===== src/rtl/irq_ctrl.sv =====
// Prioritised interrupt controller for the RISC5 CPU: edge-detected sources,
// pending/enable registers, lowest-index-wins arbitration and IO bus access.
module irq_ctrl #(
   parameter int num_irq = 8
) (
   input  logic               clk,
   input  logic               rst,
   input  logic               en,
   input  logic [num_irq-1:0] irq_in,
   input  logic               int_ack,
   input  logic               rti,
   output logic               irq,
   input  logic               io_en,
   input  logic               io_wr,
   input  logic [1:0]         io_adr,
   input  logic [31:0]        io_din,
   output logic [31:0]        io_dout
);

   logic [num_irq-1:0] pend;
   logic [num_irq-1:0] enb;
   logic [num_irq-1:0] src_d;
   logic               busy;
   logic [4:0]         cur;

   logic [num_irq-1:0] new_edge;
   logic [num_irq-1:0] w1c;
   logic [num_irq-1:0] w1s;
   logic [num_irq-1:0] ack_clr;
   logic [4:0]         win;
   logic               act;
   logic               ack;
   logic               wr;
   logic               wr_enb;
   logic               wr_rec;
   logic [31:0]        rd;
   logic               unused_din;

   assign unused_din = ^io_din;

   assign new_edge = irq_in & ~src_d;
   assign ack      = int_ack & en;
   assign wr       = io_en & io_wr & en;
   assign w1c      = (wr && io_adr == 2'd0) ? io_din[num_irq-1:0] : '0;
   assign wr_enb   =  wr && io_adr == 2'd1;
   assign w1s      = (wr && io_adr == 2'd2) ? io_din[num_irq-1:0] : '0;
   assign wr_rec   =  wr && io_adr == 2'd3;

   // Scan from the top so the lowest requesting index is the last one kept.
   always_comb begin
      win = '0;
      act = 1'b0;
      for (int i = num_irq - 1; i >= 0; i--) begin
         if (pend[i] && enb[i]) begin
            win = 5'(i);
            act = 1'b1;
         end
      end
   end

   always_comb begin
      ack_clr = '0;
      for (int i = 0; i < num_irq; i++) begin
         ack_clr[i] = ack & act & (win == 5'(i));
      end
   end

   always_ff @(posedge clk or posedge rst) begin
      if (rst) begin
         pend  <= '0;
         enb   <= '0;
         src_d <= '0;
         busy  <= 1'b0;
         cur   <= '0;
         irq   <= 1'b0;
      end else if (en) begin
         src_d <= irq_in;
         // Sets are or-ed in last so they beat any clear on the same bit.
         pend  <= (pend & ~w1c & ~ack_clr) | new_edge | w1s;
         irq   <= act & ~busy & ~(int_ack | rti);
         if (wr_enb) begin
            enb <= io_din[num_irq-1:0];
         end
         if (int_ack) begin
            busy <= 1'b1;
            cur  <= act ? win : 5'd31;
         end else if ((rti && busy) || wr_rec) begin
            busy <= 1'b0;
         end
      end
   end

   always_comb begin
      rd = '0;
      case (io_adr)
         2'd0:    rd[num_irq-1:0] = pend;
         2'd1:    rd[num_irq-1:0] = enb;
         2'd2:    rd = {busy, 26'b0, cur};
         default: rd = {act, 26'b0, win};
      endcase
      io_dout = io_en ? rd : 32'd0;
   end

endmodule


===== config.mk =====
export PLATFORM = sky130hd
export DESIGN_NAME = irq_ctrl
export DESIGN_NICKNAME = d
export VERILOG_FILES = /design/src/rtl/irq_ctrl.sv
export SDC_FILE = /design/constraint.sdc
export NUM_CORES = 1
export LEC_CHECK = 0
export BUFFER_PORTS_ARGS = -buffer_cell sky130_fd_sc_hd__buf_2
export CAP_MARGIN = 25
export CORE_UTILIZATION = 52
export DETAILED_ROUTE_END_ITERATION = 10
export GPL_TIMING_DRIVEN = 0
export PLACE_DENSITY_LB_ADDON = 0.05
export SETUP_SLACK_MARGIN = 0.3
export SYNTH_ARGS = -nofsm -noshare
export SYNTH_HDL_FRONTEND = slang
export SYNTH_SLANG_ARGS = --single-unit

===== constraint.sdc =====
create_clock -name clk -period 2.97 [get_ports clk]
set_input_delay 0.297 -clock clk [delete_from_list [all_inputs] [get_ports clk]]
set_output_delay 0.297 -clock clk [all_outputs]
set_load 0.05 [all_outputs]

After elaboration in Yosys (flattened, before gate mapping)
Cells that the tools add are included.

cells by class
  muxes and demuxes = 24
  bitwise logic cells = 25
  equality and inequality tests = 10
  reduce and logical (&&, ||, !) cells = 21

operators by type and width
  cell                                                                   count
  24-bit case mux with 2 select lines                                    1
  5-bit two-way mux                                                      8
  32-bit two-way mux                                                     1
  8-bit AND                                                              3
  8-bit NOT                                                              3
  8-bit case mux with 3 select lines                                     1
  5-bit by 3-bit equality test with 1-bit output, second input constant  4
  8-bit two-way mux                                                      2
  8-bit bitwise OR                                                       2
  1-bit AND                                                              14
  1-bit logical AND                                                      13
  5-bit by 2-bit equality test with 1-bit output, second input constant  2
  1-bit two-way mux                                                      10
  2-bit AND reduction                                                    3
  5-bit by 1-bit equality test with 1-bit output, second input constant  1
  5-bit logical NOT                                                      1
  2-bit equality test, second input constant                             2
  3-bit two-way mux                                                      1
  2-bit by 1-bit equality test with 1-bit output, second input constant  1
  2-bit logical NOT                                                      1
  1-bit NOT                                                              2
  2-bit nonzero test                                                     1
  2-bit OR reduction                                                     1
  1-bit logical OR                                                       1
  1-bit bitwise OR                                                       1

word-level totals
  input bits = 49
  output and inout port bits = 33
  logic and storage cells = 86
  bits in registers = 31

Depth between registers and ports, before layout
Gate-level depths: netlist of run 1.

  word-level depth = 15
  gate-level depth with buffers = 6
  depth with buffers taken out = 4

Least setup slack after synthesis of run 1
OpenSTA, ideal clock, no wires.

  kind = register -> output
  start = reg enb[2]
  end = out io_dout[0]
  path buffers = 0
  required time = 2.673 ns
  path slack = 0.791 ns
  arrival time = 1.882 ns
  cell stages (with the launch flop) = 5
  path through = dfrtp_1 nand2_1 a32o_1 a22oi_1 o21ai_0

between the ends
  word-level cells in the longest chain between the ends = 6

RTL lines
  item                                RTL line  RTL
  start, declared                     21        logic [num_irq-1:0] enb;
  start signal, assigned              82        enb <= io_din[num_irq-1:0];
  1-bit logical AND                   54        if (pend[i] && enb[i]) begin
  5-bit two-way mux (3 in a row)      54
  8-bit case mux with 3 select lines  95        case (io_adr)
  32-bit two-way mux                  101       io_dout = io_en ? rd : 32'd0;
  end, declared                       17        output logic [31:0] io_dout

No other way between the ends.

Worst setup path after layout of run 1
  start = reg pend[4]
  end = out io_dout[2]

between the ends
  word-level cells in the longest chain between the ends = 8

RTL lines
  item                                RTL line  RTL
  start, declared                     20        logic [num_irq-1:0] pend;
  start signal, assigned              79        pend <= (pend & ~w1c & ~ack_clr) | new_edge | w1s;
  1-bit logical AND                   54
  5-bit two-way mux (5 in a row)      54
  8-bit case mux with 3 select lines  95
  32-bit two-way mux                  101

No other way between the ends.

==> flow_summary.toml, run 1 <==
[status]
status = "finished clean"

[detailed_routing]
vias = 1675
wl_mm = 4.29
routedWlPerCell_um = 13.7
drc = 0
first_pass_iters = 4
ant_nets = 0
via_per_inst = 5.35
first_iter_violations = 91

[power]
pwr-share-clk_pct = 27.7
total_power_mw = 1.44
p_leak_nw = 1.17
pwr-share-seq_pct = 38.9
intPower_uw = 926
comb_power_share_pct = 33.4
peakVddDrop_mv = 0.426
swShare_pct = 35.9
pwr_density_cell_nw_per_um2 = 606
p_sw_uw = 519

[finish]
fin_cells = 313
layout_commonest_cell = "buf_2"
final_nets = 315
diodes = 0
finish.utilization_pct = 68.8
final_cell_mix = "buf_2, dfrtp_1, buf_4"
post-route-cell-area_um2 = 2380
num-fill-cells = 314
drive_above_1_share_pct = 33.7
area_growth_syn_to_layout_pct = 22.6

[place]
hpwl_mm = 3.21
dp.cells = 305
place_congestion = 0.855
place_ws_ns = 0.991
io_buffer_count = 33
place_area_um2 = 2280

[clock_network]
clk_latency_ns = 0.28
cts_tree = "yes"
cts.htree.levels = 2
clkTransAtPathRegs_ns = 0.06
cts-root-buf = "clkbuf_8"
postCtsSetupBuffers = 0
cts-resized-gates = 0
cts_inserted_buffers = 5
cts.sinks = 30
cts_buffer_depth = 2
cts_hold_buffers = 0

[critical_path]
reg2reg_setup_slack_ns = 1.17
crit_type = "reg -> out"
cp_data_required_time_ns = 2.67
cp.arrival_ns = 1.99
reg2reg_from = "enb[1]"
cp_max_fo = 6
start_kind = "register"
r2r-end = "pend[6]"
rr_worst_depth = 4
end_kind = "output port"

[die]
die_y_um = 63.2
die_area_um2 = 3990
die_x_um = 63.2
core_area_um2 = 3470
start_util_pct = 56.1
ios = 82
row_count = 21

[sta]
relSlewSlack_pct = 58.8
setup_ws_ns = 0.684
rsz0062_at_grt = "no"
fin_tns_setup_ns = 0
clock_skew_ns = 0.00409
period_minus_slack_ns = 2.29
maxSlewViolCount = 0
fin_crit_sh_pct = 77.0
fmax_mhz = 437
worst_pin_slew_ns = 0.617
hold_ws_ns = 0.0830
finalSetupViolCount = 0
finalHoldViolations = 0

[logic_synthesis]
synth_cells = 203
synth-edff-count = 0
ys_warn_count = 0
synth_top_cell_by_area = "dfrtp_1"
avgSynthCellArea_um2 = 9.58
synth_ff_type = "dfrtp_1"
ys_seq_area_share_pct = 38.6
ys_ff_latch = 30
synth_area_um2 = 1950
async_flop_share_pct = 100
yosys-top-cells-area = "dfrtp_1, buf_4, mux2_2"
yosysTopAreaCellShare_pct = 38.6
synth_cell_types = 46

[global_route]
antenna_found_initial = 0
grtUsageTotal_pct = 23.4
grt.overflow.total = 0
grt_pass1_vias = 1510
grt_max_degree = 18
grt_pass1_wl_mm = 7.11

[hold_path]
hold_class = "in -> async"

[run]
drv_cap = 0
cell families after synthesis:
logic type	Yosys count	share of synthesized area [%]
and+or+nand+nor	58	15.4
AOI/OAI and AO/OA	50	19.1
buffers and inverters	41	13.2
DFF	30	38.6
muxes	23	13.4
other	1	0.193
cells in the mapped netlist, types with 2 or more instances:
master     instances
buf_4             24
a21oi_1            3
mux2_2            15
dfrtp_1           30
o21ai_0           13
nand2b_1           3
buf_2              5
a41oi_1            2
nand2_1           21
o2bb2ai_1          2
and2_1             3
inv_1             10
nand3_1            4
nor2_1            12
nand4_1            2
a22oi_1            5
a32o_1             4
a31oi_1            3
and3b_1            2
nor2b_1            4
a22o_1             4
a311o_1            2
mux2i_1            7
power by group through the flow:
stage / clock [mW] / combinational, mW / sequential, mW
2_1_floorplan: 0 / 0.385 / 0.551
3_3_place_gp: 0 / 0.469 / 0.566
3_5_place_dp: 0 / 0.478 / 0.567
4_1_cts: 0.408 / 0.480 / 0.560
5_1_grt: 0.422 / 0.523 / 0.575
6_report: 0.400 / 0.482 / 0.562
worst max-delay path by stage:
stage                  from         end  slack (ns)
CTS                 pend[4]  io_dout[2]        0.69
global route         enb[2]  io_dout[0]        0.60
floorplan            enb[2]  io_dout[0]        0.79
global placement    pend[4]  io_dout[2]        1.00
finish              pend[4]  io_dout[2]        0.68
detailed placement  pend[4]  io_dout[2]        0.99
flip-flops by register name (all words and copies together), names as in the netlist:
register	flops
enb	8
pend	8
src_d	8
cur	4
busy	1
irq	1
worst max-delay path, cell delays in order (launching register included):
cell and delay [ns]:
dfrtp_1 0.44, a22oi_1 0.32, a211oi_1 0.12, mux4_2 0.45
and2_1 0.17, buf_2 0.20
layout make-up:
cell class / instances / area [µm²] / area share, %
Clock inverter: 1 / 30.0 / 1.26
Clock buffer: 7 / 76.3 / 3.20
Buffer: 31 / 220 / 9.23
Inverter: 10 / 37.5 / 1.57
Timing Repair Buffer: 34 / 193 / 8.08
Sequential cell: 30 / 751 / 31.5
Tap cell: 46 / 57.6 / 2.41
Multi-Input combinational cell: 154 / 1020 / 42.8
routing by layer:
metal | wire length (µm) | vias up | GRT usage [%]
li1 | - | 825 | -
met1 | 2010 | 769 | 31.5
met2 | 1880 | 75 | 36.8
met3 | 352 | 6 | 6.34
met4 | 51 | 0 | 7.10
met5 | 0 | - | 0
Power figures use the tool's default switching activity.
==> run 2, diff against run 1 <==
--- a/config.mk
+++ b/config.mk
@@ -7,7 +7,7 @@
 export LEC_CHECK = 0
 export BUFFER_PORTS_ARGS = -buffer_cell sky130_fd_sc_hd__buf_2
 export CAP_MARGIN = 25
-export CORE_UTILIZATION = 52
+export CORE_UTILIZATION = 48
 export DETAILED_ROUTE_END_ITERATION = 10
 export GPL_TIMING_DRIVEN = 0
 export PLACE_DENSITY_LB_ADDON = 0.05
==> constraint.sdc (replaced) <==
create_clock -name clk -period 2.2 [get_ports clk]
set_input_delay 0.22 -clock clk [delete_from_list [all_inputs] [get_ports clk]]
set_output_delay 0.22 -clock clk [all_outputs]
set_load 0.05 [all_outputs]
==> run 2 against run 1 <==
Against the previous run: sequential share of layout area is 1.2 points lower; global-route usage up 0.57 points; sequential power rose by 36%; flip-flop and latch count did not move; wire length increased by 7.2%; clock skew is 0.00071 ns lower; final cell count up 3.2%; power rose by 43%; design area is 4.6% higher.
==> flow_summary.toml, run 2 (same netlist as run 1, synthesis figures left out) <==
[critical_path]
reg2reg_from = "pend[2]"
cp.arrival_ns = 1.87
crit_path_top_delay_cell = "mux4_2"
path_buf_inv = 1
worst-path-stages = 5
end_kind = "output port"
rr_worst_depth = 4
cp_max_fo = 5
start_kind = "register"
crit_family = "multiplexers"
crit_type = "reg -> out"
max_stage_delay_ns = 0.45
worstPathCellList = "a22oi_2, a211oi_1, mux4_2, and2_1, buf_6"
crit_start = "pend[4]"
cp_data_required_time_ns = 1.98

[finish]
post-route-cell-area_um2 = 2490
layout_commonest_cell = "buf_2"
final_nets = 323
fin_cells = 323
diodes = 0
reg.largest.list = "enb: 8 flops, pend: 8 flops, src_d: 8 flops"
final_cell_mix = "buf_2, buf_4, dfrtp_1"
finish.utilization_pct = 66.2
drive_above_1_share_pct = 38.9
area_growth_syn_to_layout_pct = 28.2

[detailed_routing]
via_per_inst = 5.26
vias = 1700
ant_nets = 0
first_pass_iters = 4
routedWlPerCell_um = 14.2
wl_mm = 4.59
first_iter_violations = 104
drc = 0

[clock_network]
cts-root-buf = "clkbuf_8"
cts.sinks = 30
cts.htree.levels = 2
cts_buffer_depth = 2
cts_tree = "yes"
clkTransAtPathRegs_ns = 0.07
clk_latency_ns = 0.29
cts_inserted_buffers = 5

[sta]
rsz0062_at_grt = "yes"
fin_crit_sh_pct = 94.9
period_minus_slack_ns = 2.09
relSlewSlack_pct = 63.2
fmax_mhz = 479
setup_ws_ns = 0.112
worst_pin_slew_ns = 0.552
finalSetupViolCount = 0
maxSlewViolCount = 0
fin_tns_setup_ns = 0
clock_skew_ns = 0.00338
finalHoldViolations = 0

[power]
p_leak_nw = 1.22
pwr_density_cell_nw_per_um2 = 827
peakVddDrop_mv = 0.486

[die]
ios = 82
die_x_um = 65.7
row_count = 22
die_area_um2 = 4310
core_area_um2 = 3770
start_util_pct = 51.6
die_y_um = 65.7

[global_route]
antenna_found_initial = 0
grt.overflow.total = 0
grt_max_degree = 20
grt_pass1_vias = 1601
grtUsageTotal_pct = 24.0
grt_pass1_wl_mm = 7.59

[hold_path]
min_from = "irq_in[7]"
hold_class = "in -> reg"
holdPathStages = 3

[place]
place_ws_ns = 0.296
hpwl_mm = 3.33
io_buffer_count = 33
dp.cells = 307
place_congestion = 0.812
place_area_um2 = 2290

[run]
drv_cap = 0

[status]
status = "finished clean"
==> run 2: changes by cell type in the layout (fill, tap and decap cells not counted), sizes merged <==
cell | previous run | this run
dlygate4sd3 | 0 | 1
buf | 64 | 71
clkinv | 0 | 2
clkbuf | 8 | 6
==> run 2: area by class of cell <==
type | instances | area (µm²)
inverters | 10 | 37.5
plain buffers | 31 | 220
clock buffers | 5 | 68.8
repair buffers | 42 | 270
multi-input cells | 154 | 1040
flip-flops and latches | 30 | 754
well taps | 48 | 60.1
fillers | 333 | 1280
clock inverters | 3 | 40.0
==> run 2: worst min-delay path, delay by kind of cell <==
family | cells | cell delay, ns
compound gates | 1 | 0.06
simple gates | 1 | 0.04
buf+inv | 1 | 0.09
==> run 2: power breakdown <==
group	internal [mW]	total (mW)	switching, mW
combinational	0.321	0.743	0.422
sequential	0.656	0.764	0.108
clock	0.333	0.556	0.223
==> run 2: what timing repair did <==
item / CTS / global route
cloned: 0 / 0
pin swaps: 3 / 2
hold buffers: 1 / 0
hold endpoints to repair: 11 / 0
setup buffers: 5 / 2
gates resized for setup: 9 / 4
setup endpoints to repair: 4 / 4
==> run 2: path summary, 6_finish.rpt <==
check                             endpoint  slack (ns)
worst max-delay path            io_dout[2]        0.11
worst min-delay path              src_d[7]        0.16
worst max register to register     pend[6]        0.50
worst min register to register      cur[1]        0.49
max in group asynchronous           enb[4]        1.19
min in group asynchronous           enb[3]        0.52
==> run 2: per-layer routing <==
metal,up-vias,routed length [µm],global-route usage (%)
li1,837,-,-
met1,793,2150,31.4
met3,8,320,6.08
met4,0,61,9.51
met2,62,2060,37.6
met5,-,0,0
==> run 2: per-stage QoR <==
| stage | power (mW) | hold slack (ns) |
|---|---|---|
| after floorplan | 1.27 | 0.311 |
| after global placement | 1.41 | 0.447 |
| after detailed placement | 1.42 | 0.290 |
| after CTS | 2.04 | 0.157 |
| after global routing | 2.18 | 0.170 |
| final | 2.06 | 0.161 |
==> run 3, diff against run 2 <==
--- a/config.mk
+++ b/config.mk
@@ -11,6 +11,7 @@
 export DETAILED_ROUTE_END_ITERATION = 10
 export GPL_TIMING_DRIVEN = 0
 export PLACE_DENSITY_LB_ADDON = 0.05
+export REMOVE_ABC_BUFFERS = 1
 export SETUP_SLACK_MARGIN = 0.3
 export SYNTH_ARGS = -nofsm -noshare
 export SYNTH_HDL_FRONTEND = slang
==> run 3 against run 2 <==
Against the previous run: critical path depth is the same; register-to-register slack worse by 0.10 ns; global-route usage is 0.76 points lower; worst setup slack better by 0.052 ns; first-iteration DRC count grew 7.7%; maximum frequency rose by 2.6%; combinational power decreased by 4.2%; hold slack worse by 0.12 ns; clock skew is 0.0032 ns higher; clock-buffer cell count is 1 higher; wire length is 0.85% lower; largest power group unchanged.
==> flow_summary.toml, run 3 (same netlist as run 1, synthesis figures left out) <==
[status]
status = "finished clean"

[clock_network]
clk_latency_ns = 0.27
cts_tree = "yes"
cts_inserted_buffers = 5
cts-root-buf = "clkbuf_8"
cts_hold_buffers = 0
cts.htree.levels = 2
clkTransAtPathRegs_ns = 0.06
cts.sinks = 30
cts_buffer_depth = 2

[critical_path]
cp.arrival_ns = 1.82
r2r-end = "pend[6]"
crit_start = "pend[4]"
endpoint = "io_dout[2]"
rr_worst_depth = 5
crit_type = "reg -> out"
reg2reg_setup_slack_ns = 0.40
cp_max_fo = 4
cp_data_required_time_ns = 1.98
start_kind = "register"
end_kind = "output port"
reg2reg_from = "enb[1]"

[die]
start_util_pct = 51.6
die_y_um = 65.7
ios = 82
row_count = 22
die_x_um = 65.7
core_area_um2 = 3770
die_area_um2 = 4310

[power]
total_power_mw = 1.90
pwr_density_cell_nw_per_um2 = 842
p_leak_nw = 1.06
peakVddDrop_mv = 0.375

[global_route]
grt_pass1_wl_mm = 7.36
grtUsageTotal_pct = 23.2
grt_pass1_vias = 1466
grt_max_degree = 26
grt.overflow.total = 0
antenna_found_initial = 0

[place]
place_congestion = 0.848
io_buffer_count = 34
hpwl_mm = 3.21

[finish]
reg.largest.list = "enb: 8 flops, pend: 8 flops, src_d: 8 flops"
finish.utilization_pct = 60.0
final_cell_mix = "buf_2, dfrtp_1, conb_1"
layout_commonest_cell = "buf_2"
area_growth_syn_to_layout_pct = 16.3
diodes = 0
drive_above_1_share_pct = 32.2
final_nets = 295

[sta]
fin_tns_setup_ns = 0
fmax_mhz = 491
maxSlewViolCount = 0
relSlewSlack_pct = 54.7
period_minus_slack_ns = 2.04
worst_pin_slew_ns = 0.678
rsz0062_at_grt = "yes"
clock_skew_ns = 0.00662
fin_crit_sh_pct = 92.5
finalHoldViolations = 0
hold_ws_ns = 0.0411
finalSetupViolCount = 0

[detailed_routing]
first_iter_violations = 112
drc = 0
via_per_inst = 5.55
routedWlPerCell_um = 15.5
wl_mm = 4.55
ant_nets = 0
vias = 1625
first_pass_iters = 4

[hold_path]
hold_class = "in -> async"

[run]
drv_cap = 0
-- run 3: what timing repair did --
action / CTS / global route
endpoints found under the setup margin: 4 / 4
gates resized for setup: 10 / 3
gates cloned: 0 / 0
buffers inserted: 5 / 5
pin swaps: 6 / 5
-- run 3: critical path, cell delays in order (launching register included) --
cell and delay (ns):
dfrtp_2 0.44, a22oi_2 0.23, a211oi_1 0.10, mux4_2 0.46, and2_4 0.17, buf_6 0.14
-- run 3: metal layers --
metal / part of all wire [%] / vias to the layer above / global-route usage (%)
met5: 0 / - / 0
met4: 0.59 / 0 / 5.71
met3: 6.0 / 4 / 4.86
met2: 48 / 69 / 37.6
met1: 45 / 779 / 31.4
li1: - / 773 / -
-- run 3: worst min-delay path by stage --
stage                          from        to  slack (ns)  depth (start not counted)
after CTS                       rst    enb[6]        0.05                          2
after detailed placement        rst  src_d[2]        0.35                          2
after floorplan                 rst      busy        0.31                          1
after global placement    irq_in[7]  src_d[7]        0.44                          3
final                           rst    enb[6]        0.04                          2
after global routing            rst    enb[6]        0.10                          2
-- run 3: final cells by class --
class | instances | area (µm²)
repair buffers | 45 | 288
clock buffers | 6 | 82.6
well taps | 48 | 60.1
fillers | 334 | 1510
flip-flops and latches | 30 | 754
multi-input cells | 154 | 1040
inverters | 10 | 37.5
-- run 3: report_power, final --
part,total (mW),switching [mW],internal [mW],leakage (nW)
Sequential,0.767,0.113,0.655,0.343
Combinational,0.712,0.419,0.293,0.671
Clock,0.425,0.185,0.241,0.0431
Total,1.90,0.716,1.19,1.06
-- run 3: stage by stage --
stage / instance area, µm² / setup slack [ns] / instances
2_1_floorplan: 1810 / 0.0977 / 194
6_report: 2260 / 0.165 / 293
3_3_place_gp: 2040 / 0.252 / 276
4_1_cts: 2220 / 0.153 / 288
5_1_grt: 2260 / 0.120 / 293
3_5_place_dp: 2070 / 0.237 / 277
